--- src/rtl/mux_select_ctrl.sv ---
// Select controller for a 2:1 data mux: arbitrates between sources A and B,
// enforces a minimum ownership dwell and a one-cycle blanking gap on every select change.
module mux_select_ctrl #(
  parameter int DWELL_CYCLES = 4,
  parameter int CNT_W        = 8
) (
  input  logic             clk,
  input  logic             rst_n,
  input  logic             req_a,
  input  logic             req_b,
  output logic             select,
  output logic             grant_a,
  output logic             grant_b,
  output logic             valid,
  output logic [CNT_W-1:0] switch_count
);

  typedef enum logic [1:0] {
    IDLE  = 2'd0,
    OWN_A = 2'd1,
    OWN_B = 2'd2,
    BLANK = 2'd3
  } state_t;

  localparam logic [CNT_W-1:0] DWELL_MAX = CNT_W'(DWELL_CYCLES);
  localparam logic [CNT_W-1:0] CNT_ONE   = CNT_W'(1);
  localparam logic [CNT_W-1:0] CNT_ZERO  = CNT_W'(0);
  localparam logic [CNT_W-1:0] CNT_FULL  = {CNT_W{1'b1}};

  state_t           state_q, state_d;
  logic             select_q, select_d;
  logic             target_q, target_d;
  logic             last_owner_q, last_owner_d;
  logic [CNT_W-1:0] dwell_q, dwell_d;
  logic [CNT_W-1:0] switch_count_q, switch_count_d;
  logic             grant_a_q, grant_a_d;
  logic             grant_b_q, grant_b_d;
  logic             valid_q, valid_d;

  logic             toggle_s;
  logic             winner_s;
  logic [CNT_W-1:0] dwell_inc_s;

  // Next-state, select, dwell and counter logic.
  always_comb begin
    state_d        = state_q;
    select_d       = select_q;
    target_d       = target_q;
    last_owner_d   = last_owner_q;
    dwell_d        = dwell_q;
    toggle_s       = 1'b0;
    winner_s       = 1'b0;
    // dwell_inc_s counts grant cycles including the current one.
    dwell_inc_s    = (dwell_q >= DWELL_MAX) ? DWELL_MAX : (dwell_q + CNT_ONE);

    case (state_q)
      IDLE: begin
        if (req_a || req_b) begin
          winner_s = (req_a && req_b) ? ~last_owner_q : req_b;
          if (winner_s == select_q) begin
            state_d      = winner_s ? OWN_B : OWN_A;
            dwell_d      = CNT_ZERO;
            last_owner_d = winner_s;
          end else begin
            toggle_s = 1'b1;
            target_d = winner_s;
          end
        end else begin
          state_d = IDLE;
        end
      end
      OWN_A: begin
        dwell_d = dwell_inc_s;
        if (!req_a && req_b) begin
          toggle_s = 1'b1;
          target_d = 1'b1;
        end else if (!req_a) begin
          state_d = IDLE;
        end else if (req_b && (dwell_inc_s == DWELL_MAX)) begin
          toggle_s = 1'b1;
          target_d = 1'b1;
        end else begin
          state_d = OWN_A;
        end
      end
      OWN_B: begin
        dwell_d = dwell_inc_s;
        if (!req_b && req_a) begin
          toggle_s = 1'b1;
          target_d = 1'b0;
        end else if (!req_b) begin
          state_d = IDLE;
        end else if (req_a && (dwell_inc_s == DWELL_MAX)) begin
          toggle_s = 1'b1;
          target_d = 1'b0;
        end else begin
          state_d = OWN_B;
        end
      end
      BLANK: begin
        // Target was latched on entry; requests are ignored here.
        state_d      = target_q ? OWN_B : OWN_A;
        dwell_d      = CNT_ZERO;
        last_owner_d = target_q;
      end
      default: begin
        state_d = IDLE;
      end
    endcase

    if (toggle_s) begin
      state_d  = BLANK;
      select_d = ~select_q;
    end else begin
      select_d = select_d;
    end

    if (toggle_s && (switch_count_q != CNT_FULL)) begin
      switch_count_d = switch_count_q + CNT_ONE;
    end else begin
      switch_count_d = switch_count_q;
    end

    grant_a_d = (state_d == OWN_A);
    grant_b_d = (state_d == OWN_B);
    valid_d   = grant_a_d | grant_b_d;
  end

  // State and registered outputs.
  always_ff @(posedge clk or negedge rst_n) begin
    if (!rst_n) begin
      state_q        <= IDLE;
      select_q       <= 1'b0;
      target_q       <= 1'b0;
      last_owner_q   <= 1'b1;
      dwell_q        <= CNT_ZERO;
      switch_count_q <= CNT_ZERO;
      grant_a_q      <= 1'b0;
      grant_b_q      <= 1'b0;
      valid_q        <= 1'b0;
    end else begin
      state_q        <= state_d;
      select_q       <= select_d;
      target_q       <= target_d;
      last_owner_q   <= last_owner_d;
      dwell_q        <= dwell_d;
      switch_count_q <= switch_count_d;
      grant_a_q      <= grant_a_d;
      grant_b_q      <= grant_b_d;
      valid_q        <= valid_d;
    end
  end

  assign select       = select_q;
  assign grant_a      = grant_a_q;
  assign grant_b      = grant_b_q;
  assign valid        = valid_q;
  assign switch_count = switch_count_q;

endmodule

--- config.mk ---
export PLATFORM = sky130hd
export DESIGN_NAME = mux_select_ctrl
export DESIGN_NICKNAME = d
export VERILOG_FILES = /design/src/rtl/mux_select_ctrl.sv
export SDC_FILE = /design/constraint.sdc
export NUM_CORES = 1
export LEC_CHECK = 0
export ABC_AREA = 1
export CORE_MARGIN = 5
export CORE_UTILIZATION = 59
export DETAILED_ROUTE_END_ITERATION = 16
export GPL_ROUTABILITY_DRIVEN = 0
export PLACE_DENSITY = 0.93
export SLEW_MARGIN = 20
export SYNTH_ARGS = -nofsm -noshare
export SYNTH_HDL_FRONTEND = slang
export SYNTH_SLANG_ARGS = --single-unit
--- constraint.sdc ---
create_clock -name clk -period 2.9 [get_ports clk]
set_input_delay 0.435 -clock clk [delete_from_list [all_inputs] [get_ports clk]]
set_output_delay 0.435 -clock clk [all_outputs]
set_load 0.1 [all_outputs]
==> results of run 1 <==
[state kept, by name, indices dropped and copies added, names as in the netlist]
register,cells
select,1
target_q,1
valid,1
grant_b,1
grant_a,1
dwell_q,8
switch_count,8
state_q,2
last_owner_q,1
[routing by layer]
metal  vias up  wire length [µm]  GRT usage
met5         -                 0          0
met4         0                89     0.0809
met3        14               122     0.0349
met2        37              1440      0.321
met1       563              1300      0.247
li1        580                 -          -
[cell families (layout without fill, tap and decap cells)]
kind of cell             Yosys count  in the layout  share of synthesized area
adder cells (fa/ha/maj)            9              9                     0.0789
buffers and inverters             28             47                     0.0771
AND/OR/NAND/NOR                   83             83                      0.270
XOR/XNOR                           7              7                     0.0429
AO/OA/AOI/OAI                     18             18                     0.0990
multiplexers                       1              1                     0.0105
flip-flops                        24             24                      0.422
[metrics by stage]
step           instances  hold WS (ns)  utilization  cell area (µm²)
2_1_floorplan        170         0.139            -             1430
6_report             217         0.456        0.727             1640
3_3_place_gp         213         0.476        0.704             1590
5_1_grt              217         0.454        0.727             1640
4_1_cts              217         0.460        0.727             1640
3_5_place_dp         213         0.485        0.704             1590
[path summary, 6_finish.rpt]
kind	startpoint	end
max in group asynchronous	rst_n	last_owner_q
worst min register to register	dwell_q[5]	dwell_q[5]
min in group clk	dwell_q[5]	dwell_q[5]
worst min-delay path	rst_n	dwell_q[3]
worst max-delay path	req_a	valid
worst max register to register	dwell_q[0]	valid
[area by class of cell]
cell class                 count  share of cell area
clock buffer                   3              0.0137
clock inverter                 1              0.0183
inverter                      27              0.0649
multi-input combinational    118               0.437
sequential                    24               0.367
tap                           28              0.0214
timing repair buffer          16              0.0779
[cells in the final DEF (no fill, tap or decap), types with 3 or more instances in the layout]
cell              n
o21ai_0           5
nand2_4           3
clkdlybuf4s50_1   3
inv_1            24
dfrtp_1          23
clkbuf_4          3
o22ai_1           3
ha_1              9
nor2_1           15
nand3_1          19
nand2_1          38
buf_4            13
xor2_1            6
==> results_dict.tcl, run 1 <==
set metrics [dict create \
    synth.yosys.seq_area_share 0.422 \
    syn-num-nets 183 \
    worst_pin_slew_ns 0.422 \
    path_class "input pin to flop" \
    yosysMostFrequentCell "nand2_1" \
    cp-end-kind "flop" \
    holdBufCountCts 0 \
    synthCells 170 \
    nNetsFinal 203 \
    synth.area.top_cells "dfrtp_1, nand2_1, ha_1, nand3_1, inv_1" \
    area_growth_pct 14.8 \
    grt_max_degree 25 \
    fin_skew_ns 0.00569 \
    crit_fanout 6 \
    r2r_cells 12 \
    cts_root_buf "clkbuf_4" \
    route.detailed.drc 0 \
    htreeDepth 1 \
    drive_above_1_share 0.180 \
    post_cts_buffers 0 \
    syn_area_per_cell_um2 8.40 \
    cts_tree "done" \
    ys.flop_type "dfrtp_1" \
    synth_top_area_frac 0.403 \
    antenna_cells 0 \
    drt_first_pass_iters 4 \
    rsz0062_at_grt "no" \
    yosys_warnings 0 \
    yosys.area.top_type "dfrtp_1" \
    setup_viol 0 \
    yosysUniqueCellTypes 31 \
    max_stage_delay_ns 0.52 \
    design.core.area_mm2 0.00225 \
    start_util 0.633 \
    arrival_ns 2.48 \
    vias 1194 \
    synth_area_mm2 0.00143 \
    multiInputGateArea_um2 716 \
    antenna_found_initial 0 \
    hold_violations 0 \
    pre_cts_slack_ns 0.502 \
    cp.depth 12 \
    nFillCells 170 \
    clock.fmax_ghz 0.452 \
    cp_top_family "buffers and inverters" \
    hold_class "input pin to async pin" \
    synth_edf_count 0 \
    hpwl_um 2180 \
    clk_pin_slew_ns 0.14 \
    cts-resized-gates 0 \
    die_y_um 59.2 \
    reg2reg_setup_slack_ns 0.80 \
    ys_ff_latch 24 \
    drt_iter0_drc 56 \
    ios 16 \
    slew_headroom 0.718 \
    crit_required_ns 3.17 \
    wl_um 2960 \
    status "finished, final reports clean" \
    period_minus_slack_ns 2.21 \
    port_buffers 15 \
    grt_pass1_wl_um 5300 \
    setup_tns_ns 0 \
    dieWidth_um 59.2 \
    max-cap-violations 0 \
    ant_nets 0 \
    clkSinkCount 24 \
    finalWorstSetupSlack_ns 0.690 \
    grt-ovfl-total 0 \
    crit_chain "clkdlybuf4s50_1, nor2_1, inv_1, o21ai_0, o21ai_0, nand2_1, nand3_1, nand2_1, inv_1, nor2_2, ha_1, inv_1" \
    cp_num_buf_inv 4 \
    worstSkewPairLatency_ns 0.32 \
    period_share 0.762 \
    track_usage 0.194 \
    slowest_stage "clkdlybuf4s50_1" \
    row_count 17 \
    grt_pass1_vias 1207 \
    worst_setup_path_start_kind "input pin" \
    die_area_mm2 0.00350 \
    seqCellArea_um2 602 \
    cts_buffers 3 \
    yosys-top-cells-count "nand2_1, inv_1, dfrtp_1, nand3_1, nor2_1" \
    vias_per_cell 5.50 \
    wl_per_cell_um 13.6 \
    synthArstFlopShare 1.00 \
    clockBufferDepth 2 \
    crit_top_cell "inv_1" \
    drv_slew 0 \
]
Power of run 1 is left out: the tool's default activity adds up to more than one toggle a clock period on the data nets, which glitch-free logic cannot reach.
==> run 2: changes to the inputs <==
--- a/config.mk
+++ b/config.mk
@@ -6,11 +6,12 @@
 export NUM_CORES = 1
 export LEC_CHECK = 0
 export ABC_AREA = 1
+export CORE_ASPECT_RATIO = 0.5
 export CORE_MARGIN = 5
-export CORE_UTILIZATION = 59
+export CORE_UTILIZATION = 50
 export DETAILED_ROUTE_END_ITERATION = 16
 export GPL_ROUTABILITY_DRIVEN = 0
-export PLACE_DENSITY = 0.93
+export PLACE_DENSITY = 0.85
 export SLEW_MARGIN = 20
 export SYNTH_ARGS = -nofsm -noshare
 export SYNTH_HDL_FRONTEND = slang
==> constraint.sdc (replaced) <==
create_clock -name clk -period 1.9 [get_ports clk]
set_input_delay 0.285 -clock clk [delete_from_list [all_inputs] [get_ports clk]]
set_output_delay 0.285 -clock clk [all_outputs]
set_load 0.1 [all_outputs]
==> results_dict.tcl, run 2 (synthesis results as in run 1) <==
set metrics [dict create \
    crit_required_ns 2.06 \
    route.detailed.drc 0 \
    drt_first_pass_iters 4 \
    crit_fanout 5 \
    setup_tns_ns -0.0829 \
    violations "setup timing" \
    drt_iter0_drc 78 \
    dieWidth_um 85.6 \
    hpwl_um 2300 \
    hold_class "input pin to async pin" \
    grt_pass1_wl_um 5210 \
    rsz0062_at_grt "yes" \
    setup_viol 3 \
    vias 1231 \
    nFillCells 186 \
    cts_tree "done" \
    clock.fmax_ghz 0.513 \
    worstSkewPairLatency_ns 0.27 \
    drv_slew 0 \
    total_leakage_power_nw 0.945 \
    max-cap-violations 0 \
    finalPower_mw 3.57 \
    worst_pin_slew_ns 0.413 \
    die_area_mm2 0.00409 \
    hold_ws_ns 0.367 \
    finalWorstSetupSlack_ns -0.0480 \
    drive_above_1_share 0.349 \
    row_count 13 \
    nNetsFinal 223 \
    clk_pin_slew_ns 0.08 \
    start_util 0.535 \
    clockBufferDepth 2 \
    hold_violations 0 \
    antenna_cells 0 \
    grt_pass1_vias 1182 \
    path_class "flop to flop" \
    area_growth_pct 31.5 \
    design.core.area_mm2 0.00267 \
    period_minus_slack_ns 1.95 \
    antenna_found_initial 0 \
    cp-end-kind "flop" \
    htreeDepth 1 \
    grt-ovfl-total 0 \
    arrival_ns 2.11 \
    wl_per_cell_um 13.1 \
    layout_common_cells "nand2_1, buf_4, inv_1" \
    status "finished, violations left" \
    wl_um 3210 \
    die_y_um 47.8 \
    powerDensity_mw_per_mm2 1900 \
    grt_max_degree 25 \
    slew_headroom 0.724 \
    fin_area_mm2 0.00188 \
    placed_area_mm2 0.00174 \
    ios 16 \
    track_usage 0.167 \
    peakVddDrop_v 0.00135 \
    cts_root_buf "clkbuf_8" \
    port_buffers 15 \
    cts_buffers 3 \
    ant_nets 0 \
    reg2reg_setup_slack_ns -0.05 \
    clkSinkCount 24 \
    vias_per_cell 5.00 \
    period_share 1.03 \
    fin_skew_ns 0.00720 \
    worst_setup_path_start_kind "flop" \
]
==> run 2: cell types whose count changed in the layout (fill, tap and decap cells not counted), sizes merged <==
cell,delta
clkbuf,+1
buf,+20
bufinv,-1
==> run 2: area by class of cell <==
| cell class | instances | area, µm² | share of cell area |
|---|---|---|---|
| Tap cell | 37 | 46.3 | 0.0247 |
| Clock buffer | 4 | 45.0 | 0.0240 |
| Inverter | 27 | 106 | 0.0567 |
| Sequential cell | 24 | 616 | 0.328 |
| Multi-Input combinational cell | 118 | 773 | 0.412 |
| Timing Repair Buffer | 36 | 290 | 0.155 |
==> run 2: path summary, 6_finish.rpt <==
path,startpoint,to,cells past startpoint
setup / recovery,dwell_q[1],valid,12
hold / removal,rst_n,switch_count[6],2
setup reg to reg,dwell_q[1],valid,12
hold reg to reg,dwell_q[7],dwell_q[7],2
max in group asynchronous,rst_n,last_owner_q,2
min in group clk,dwell_q[7],dwell_q[7],2
==> run 2: per-stage QoR <==
stage | util | setup WS (ns) | std cells
2_1_floorplan | - | 0.0332 | 170
3_3_place_gp | 0.651 | -0.0782 | 237
3_5_place_dp | 0.651 | -0.146 | 237
4_1_cts | 0.685 | -0.0447 | 245
5_1_grt | 0.704 | -0.136 | 246
6_report | 0.704 | -0.0480 | 246
==> run 2: routing by layer <==
metal | global-route usage | up-vias | part of all wire
met5 | 0 | - | 0
met4 | 0.0662 | 0 | 0.018
met3 | 0.0326 | 6 | 0.045
met2 | 0.323 | 34 | 0.51
met1 | 0.192 | 575 | 0.43
li1 | - | 616 | -
==> run 2: where the power goes <==
part | leakage (nW) | switching, mW | total, mW | internal [mW]
clock network | 0.0228 | 0.158 | 0.308 | 0.150
registers | 0.303 | 0.163 | 0.871 | 0.707
logic | 0.619 | 1.57 | 2.39 | 0.827
total | 0.945 | 1.89 | 3.57 | 1.68
==> run 2: what timing repair did <==
item	in CTS	in global routing
endpoints found under the setup margin	2	14
resized for setup	4	13
buffers inserted	4	2
hold buffers	0	0
pin swaps	4	11
==> run 2: worst max-delay path, stage by stage (launching register included) <==
cell,delay (ns)
dfrtp_1,0.41
inv_2,0.09
ha_4,0.21
o31ai_4,0.27
nand2_1,0.12
nand2_2,0.11
nand2_1,0.06
nand3_2,0.08
nand2_4,0.09
nand2_4,0.07
nor2_4,0.05
ha_4,0.25
inv_1,0.04
Note: power is estimated with default switching activity, not from simulation.
==> run 3: changes to the inputs <==
--- a/config.mk
+++ b/config.mk
@@ -12,6 +12,7 @@
 export DETAILED_ROUTE_END_ITERATION = 16
 export GPL_ROUTABILITY_DRIVEN = 0
 export PLACE_DENSITY = 0.85
+export SETUP_SLACK_MARGIN = 0.3
 export SLEW_MARGIN = 20
 export SYNTH_ARGS = -nofsm -noshare
 export SYNTH_HDL_FRONTEND = slang
==> results_dict.tcl, run 3 (synthesis results as in run 1) <==
set metrics [dict create \
    status "finished, violations left" \
    violations "setup timing" \
    p_sw_mw 2.14 \
    htreeDepth 1 \
    row_count 13 \
    powerDensity_mw_per_mm2 1920 \
    wl_um 4060 \
    max_stage_delay_ns 0.41 \
    die_area_mm2 0.00409 \
    total_leakage_power_nw 1.01 \
    start_util 0.535 \
    slew_headroom 0.765 \
    cp_num_buf_inv 2 \
    cp_top_family "simple AND/OR/NAND/NOR gates" \
    hold_ws_ns 0.365 \
    area_growth_pct 47.3 \
    wl_per_cell_um 16.2 \
    clockBufferDepth 2 \
    grt_pass1_vias 1333 \
    crit_fanout 4 \
    max-cap-violations 0 \
    path_class "flop to flop" \
    vias_per_cell 5.42 \
    cts_buffers 3 \
    finalPower_mw 4.03 \
    clk_pin_slew_ns 0.08 \
    track_usage 0.186 \
    worstSkewPairLatency_ns 0.26 \
    clock.fmax_ghz 0.499 \
    clkSinkCount 24 \
    hold_violations 0 \
    crit_required_ns 2.07 \
    swShare 0.532 \
    crit_chain "inv_2, ha_4, o31ai_4, nand2_1, nand2_2, nand2_2, nand3_2, nand2_4, nand2_4, nor2_4, ha_4, inv_1" \
    p_seq_frac 0.219 \
    layout_common_cells "buf_4, nand2_1, inv_1" \
    drive_above_1_share 0.493 \
    grt-ovfl-total 0 \
    cts_root_buf "clkbuf_8" \
    rsz0062_at_grt "yes" \
    period_share 1.06 \
    design.core.area_mm2 0.00267 \
    worst_pin_slew_ns 0.353 \
    pwr-share-clk 0.086 \
    nNetsFinal 227 \
    port_buffers 15 \
    cts_tree "done" \
    ant_nets 0 \
    ios 16 \
    worst_setup_path_start_kind "flop" \
    setup_viol 6 \
    slowest_stage "dfrtp_1" \
    drt_iter0_drc 55 \
    arrival_ns 2.17 \
    final_common_cell "buf_4" \
    p_comb_frac 0.695 \
    period_minus_slack_ns 2.00 \
    final_cells 250 \
    p_int_mw 1.89 \
    dieWidth_um 85.6 \
    post-place-cells 235 \
    vias 1354 \
    die_y_um 47.8 \
    antenna_found_initial 0 \
    cp-end-kind "flop" \
    fin_area_mm2 0.00210 \
    fin_skew_ns 0.00301 \
    grt_pass1_wl_um 5870 \
    drv_slew 0 \
    setup_tns_ns -0.147 \
    route.detailed.drc 0 \
    pre_cts_slack_ns -0.169 \
    holdBufCountCts 0 \
    finalWorstSetupSlack_ns -0.105 \
    hold_class "input pin to async pin" \
    grt_max_degree 25 \
    antenna_cells 0 \
    placed_area_mm2 0.00177 \
    final_util 0.788 \
    hpwl_um 2310 \
    peakVddDrop_v 0.00123 \
    drt_first_pass_iters 4 \
]
## run 3: worst paths after layout
| check | start | slack (ns) | depth (start not counted) | end |
|---|---|---|---|---|
| setup / recovery | dwell_q[0] | -0.10 | 12 | valid |
| hold / removal | rst_n | 0.36 | 2 | dwell_q[1] |
| setup reg to reg | dwell_q[0] | -0.10 | 12 | valid |
| hold reg to reg | dwell_q[6] | 0.52 | 2 | dwell_q[6] |
| max in group asynchronous | rst_n | 1.25 | 2 | last_owner_q |
| min in group clk | dwell_q[6] | 0.52 | 2 | dwell_q[6] |
## run 3: cell type report
| class | instances | area [µm²] |
|---|---|---|
| Clock buffer | 4 | 55.1 |
| Fill cell | 144 | 564 |
| Inverter | 27 | 109 |
| Multi-Input combinational cell | 118 | 922 |
| Sequential cell | 24 | 622 |
| Tap cell | 37 | 46.3 |
| Timing Repair Buffer | 40 | 349 |
## run 3: what timing repair did
item / in CTS / in global routing
setup endpoints to repair: 22 / 24
pin swaps: 5 / 20
buffers inserted: 7 / 4
resized for setup: 17 / 32
## run 3: layer usage
layer,vias to the layer above,routed length (µm),global-route usage
met2,48,2120,0.347
met1,666,1660,0.215
met4,0,55,0.0852
met3,6,217,0.0447
li1,634,-,-
met5,-,0,0
## run 3: power groups by stage
stage / clock network, mW / registers (mW) / logic [mW]
after CTS: 0.353 / 0.861 / 2.38
after floorplan: 0 / 1.47 / 1.02
after detailed placement: 0 / 0.870 / 2.19
after global routing: 0.375 / 0.896 / 2.96
final: 0.347 / 0.881 / 2.80
after global placement: 0 / 0.864 / 2.12
## run 3: worst register-to-register path, cell delays in order (launching register included)
cell and delay (ns):
dfrtp_1 0.41, inv_2 0.09, ha_4 0.21, o31ai_4 0.31, nand2_1 0.11, nand2_2 0.12
nand2_2 0.06, nand3_2 0.08, nand2_4 0.09, nand2_4 0.09, nor2_4 0.05, ha_4 0.25
inv_1 0.04
==> RTL change 1, RTL diff (config.mk and constraints of run 2) <==
Make the reset (`rst_n`) synchronous in one clocked block.
--- a/src/rtl/mux_select_ctrl.sv
+++ b/src/rtl/mux_select_ctrl.sv
@@ -128,5 +128,5 @@
 
   // State and registered outputs.
-  always_ff @(posedge clk or negedge rst_n) begin
+  always_ff @(posedge clk) begin
     if (!rst_n) begin
       state_q        <= IDLE;
Function: differs if rst_n is asserted again (counterexample within 4 cycles, from zero or initial values and one cycle with rst_n low); with rst_n held inactive, the same outputs for 10 cycles.
==> RTL change 1 against run 2 <==
Wire length increased by 1.6%; final area decreased by 4.9%; critical path depth increased by 1; power decreased by 17%; synthesized cell count increased by 9.4%; clock skew decreased by 0.0026 ns; worst setup slack improved by 0.086 ns; count of clock-buffer cells in the layout unchanged; global-route usage increased by 1.1 points; synthesized area decreased by 5.0%; sequential cell count unchanged; die area decreased by 4.2%; largest cell class unchanged.
==> RTL change 1: results (changes against run 2) <==
The cell depth of the worst flop-to-flop path came out at 13 (+1). Sorting the synthesized cells by area gives the leading types as dfxtp_1, nand2_1, ha_1, inv_1, a21oi_1. Ranked by instance count, the synthesized netlist is headed by nand2_1, inv_1, dfxtp_1.

The total global routing track utilization was 17.74% (+1.1 points). The share of layout cells above drive strength 1 came out at 31.02% (-3.9 points). The number of standard cells in the final layout excluding fillers is 253 (+2.8%). The peak per-stage delay on the critical path is 0.31 ns (-0.10 ns). The combinational power share came to 64.0% (-3.0 points). The post-detailed-routing wire length came out at 3264 microns (+1.6%). The transition time at the pin with the least slew margin came to 0.5143 ns (+0.1009 ns). The net count after synthesis came out at 198 (+8.2%). The number of gates given a new drive strength after cts is 8 (+4).

The setup TNS is 0 ns (+0.08293 ns). The buffers inserted during post-CTS setup optimization is 1 (-3). The number of optimization iterations in the first detailed-route pass came to 7 (+3).

The clock buffer count from CTS is 3 (unchanged). The async set-reset flop share out of synthesis came out at 0% (-100 points). The starting DRC count in detailed routing came out at 121 (+55%). The xor/xnor share of the synthesized area is 3.875% (-0.42 points). The sequential cell area fraction in the yosys report was 35.42% (-6.7 points). The flow ran to the end, and the final reports show no timing, DRC or antenna violations.

The sequential group share of total power is 24.2% (-0.2 points). The adder-cell share of the synthesized area came out at 7.380% (-0.51 points). The maximum vdd drop is 731.4 uV (-46%). The pre-CTS setup slack is -0.2445 ns (-0.09887 ns). In this run the worst hold path is classified as reg -> reg.

The internal power is 1.485 mW (-12%). The total number of nets in the final design came out at 229 (+2.7%). The static leakage was 0.8504 nW (-10%). The number of vias in the routed layout came out at 1367 (+11%).

The area fraction in compound gates after synthesis came out at 13.93% (+4.0 points). For this run, the leading register cell type out of synthesis is dfxtp_1. The post-synthesis cell type count is 29 (-6.5%).

On the critical path, the stage with the largest delay is an instance of dfxtp_1. The multiplexer share of the synthesized area came to 0% (-1.1 points). The global-route wire length before repair came out at 5561 microns (+6.8%).

The worst clock skew on the final layout is 0.004648 ns (-0.002553 ns). The number of global-route vias before repair was 1277 (+8.0%). The clock network latency to the later pin of the worst-skew pair came out at 0.27 ns (about the same). The placed instance area was 1624 sq um (-6.5%). The power spent charging and discharging nets was 1.478 mW (-22%). The synthesized netlist cell count came out at 186 (+9.4%).

The maximum number of pins on one net before global-route repair is 17 (-32%). The area taken by multi-input logic gates is 843.3 sq um (+9.1%). The number of warnings reported in the yosys synthesis log is 0 (unchanged). The number of inserted filler cells in the final layout is 203 (+9.1%). The data arrival at the endpoint of the critical path is 2.02 ns (-0.09 ns).

The HPWL reported at the end of detailed placement is 2371 microns (+3.3%).
RTL change 1: path summary, 6_finish.rpt:
check                          start                       to  slack (ns)
min reg2reg  dwell_q[5]$_SDFFE_PN0P_  dwell_q[5]$_SDFFE_PN0P_        0.44
max reg2reg  dwell_q[5]$_SDFFE_PN0P_         valid$_SDFF_PN0_        0.04
min          dwell_q[5]$_SDFFE_PN0P_  dwell_q[5]$_SDFFE_PN0P_        0.44
max          dwell_q[5]$_SDFFE_PN0P_         valid$_SDFF_PN0_        0.04
RTL change 1: layer usage:
metal | track usage, % | up-vias | part of all wire [%]
li1 | - | 684 | -
met1 | 19.90 | 630 | 45
met2 | 34.12 | 45 | 47
met3 | 4.203 | 8 | 5.2
met4 | 7.692 | 0 | 2.1
met5 | 0 | - | 0
RTL change 1: final cells by class:
class                   count  area share, %
well taps                  37          2.593
inverters                  25          5.256
flip-flops and latches     24          27.61
multi-input cells         133          47.23
repair buffers             30          14.23
clock buffers               4          3.083
==> RTL change 2, RTL diff (config.mk and constraints of run 2) <==
Made on the original files. Set the parameter `CNT_W` to 9 (it was 8).
--- a/src/rtl/mux_select_ctrl.sv
+++ b/src/rtl/mux_select_ctrl.sv
@@ -3,5 +3,5 @@
 module mux_select_ctrl #(
   parameter int DWELL_CYCLES = 4,
-  parameter int CNT_W        = 8
+  parameter int CNT_W        = 9
 ) (
   input  logic             clk,
Interface: changed (resized switch_count); port bits go from 16 to 17. No check against the original RTL was run, so the function may have changed too.
==> RTL change 2 against run 2 <==
Worst setup slack improved by 0.048 ns; wire length increased by 18%; highest routed layer unchanged; clock power is 14% higher; power grew 5.7%; sequential share of layout area up 0.12 points; sequential cell count grew 2; final area rose by 6.9%; largest power group unchanged; synthesized area is 9.4% higher.
==> RTL change 2: results (changes against run 2) <==
The maximum number of pins on one net before global-route repair came out at 27 (+8.0%). The number of global-route vias before repair is 1241 (+5.0%). The static leakage came to 1.022 nW (+8.2%). The total of buffers placed on input and output ports came out at 16 (+1). The highest net fanout along the worst path is 4 (-1). The clock transition time at the flip-flop clock pins of the worst setup and hold paths came out at 0.09 ns. Yosys attributes the largest share of cell area to dfrtp_1, nand2_1, ha_1, inv_1, nor2_1. The number of vias per cell after detailed routing is 5.125 (+2.4%). The number of inserted filler cells in the final layout came to 207 (+11%). The HPWL reported at the end of detailed placement was 2506 microns (+9.2%). The count of endpoints failing setup in the final report came to 0 (-3). The total global routing track utilization came to 17.08% (+0.41 points). The total number of nets in the final design came out at 240 (+7.6%).

The worst setup slack for register-to-register paths was 0.000006 ns (+0.05 ns). The net count after synthesis came out at 203 (+11%). The normalized max-slew margin is 78.32% (+6.0 points). The global-route wire length before repair was 5761 microns (+11%). The post-synthesis cell type count is 31 (unchanged). The starting DRC count in detailed routing came out at 70 (-10%).

The run finished with clean final reports. The share of layout cells above drive strength 1 came to 35.56% (+0.63 points). The required time of the critical path came out at 2.08 ns (+0.02 ns). The most critical setup path has its startpoint at dwell_q[0]$_DFFE_PN0P_.

The worst clock skew on the final layout is 0.004923 ns (-0.002278 ns). The placed instance area is 1844 sq um (+6.2%). The per-cell routed wire length is 14.28 microns (+9.3%).

The commonest cells after synthesis are nand2_1, dfrtp_1, inv_1. The sequential cell area fraction in the yosys report came to 41.75% (-0.41 points). The clock network latency to the later pin of the worst-skew pair is 0.27 ns (about the same).
[RTL change 2: report_power, final]
group	internal, mW	switching (mW)	total [mW]	leakage, nW
Sequential	0.732	0.143	0.874	0.331
Combinational	0.863	1.69	2.55	0.662
Clock	0.185	0.167	0.352	0.0288
[RTL change 2: metal layers]
layer / up-vias / GRT usage [%] / routed length, microns
li1: 661 / - / -
met3: 10 / 4.825 / 164
met5: - / 0 / 0
met4: 0 / 5.941 / 84
met1: 647 / 21.82 / 1664
met2: 40 / 27.71 / 1870
[RTL change 2: worst max-delay path, cell delays in order (launching register included)]
cell,delay (ns)
dfrtp_1,0.42
ha_2,0.22
xnor2_2,0.21
nand2_4,0.10
nand3_2,0.09
nand2_2,0.08
nand2_4,0.08
nand3_4,0.09
nand2_4,0.11
nand3_4,0.10
ha_4,0.28
inv_2,0.03
[RTL change 2: metrics by stage]
stage | worst slack [ns] | cells | setup TNS, ns | util [%]
floorplan | 0.05517 | 189 | 0 | -
global placement | -0.1099 | 258 | -0.6327 | 61.57
detailed placement | -0.1236 | 258 | -0.9273 | 61.57
CTS | 0.0002796 | 262 | 0 | 64.08
global route | -0.08130 | 265 | -0.5146 | 67.00
finish | 0.000006217 | 265 | 0 | 67.00
[RTL change 2: cells by family (layout without fill, tap and decap cells)]
family	Yosys count	after routing	synth area share, %
and+or+nand+nor	98	99	31.17
adders and majority gates	10	10	8.013
xor gates and xnor gates	8	8	4.487
buffers and inverters	30	65	7.772
AOI/OAI and AO/OA	16	16	6.090
DFF	26	26	41.75
muxes	1	1	0.7211
[RTL change 2: final cells by class]
cell class / instances / area, sq um / share of cell area [%]
well taps: 40 / 50.05 / 2.494
multi-input cells: 134 / 874.6 / 43.58
clock buffers: 4 / 55.05 / 2.743
repair buffers: 33 / 259.0 / 12.91
flip-flops and latches: 26 / 660.6 / 32.92
inverters: 28 / 107.6 / 5.362
[RTL change 2: repair_timing]
action                     in CTS  in global routing
setup buffers                   0                  2
gates cloned                    0                  1
setup endpoints to repair      10                 14
pin swaps                       1                 14
resized for setup               4                 14
[RTL change 2: worst min path at each step]
stage / from / end / slack [ns] / depth (start not counted)
final: rst_n / state_q[0]$_DFF_PN0_ / 0.38 / 2
after global routing: rst_n / dwell_q[3]$_DFFE_PN0P_ / 0.41 / 2
after CTS: rst_n / dwell_q[4]$_DFFE_PN0P_ / 0.38 / 2
after detailed placement: dwell_q[6]$_DFFE_PN0P_ / dwell_q[6]$_DFFE_PN0P_ / 0.49 / 2
after global placement: dwell_q[5]$_DFFE_PN0P_ / dwell_q[5]$_DFFE_PN0P_ / 0.48 / 2
after floorplan: rst_n / dwell_q[0]$_DFFE_PN0P_ / -0.01 / 0
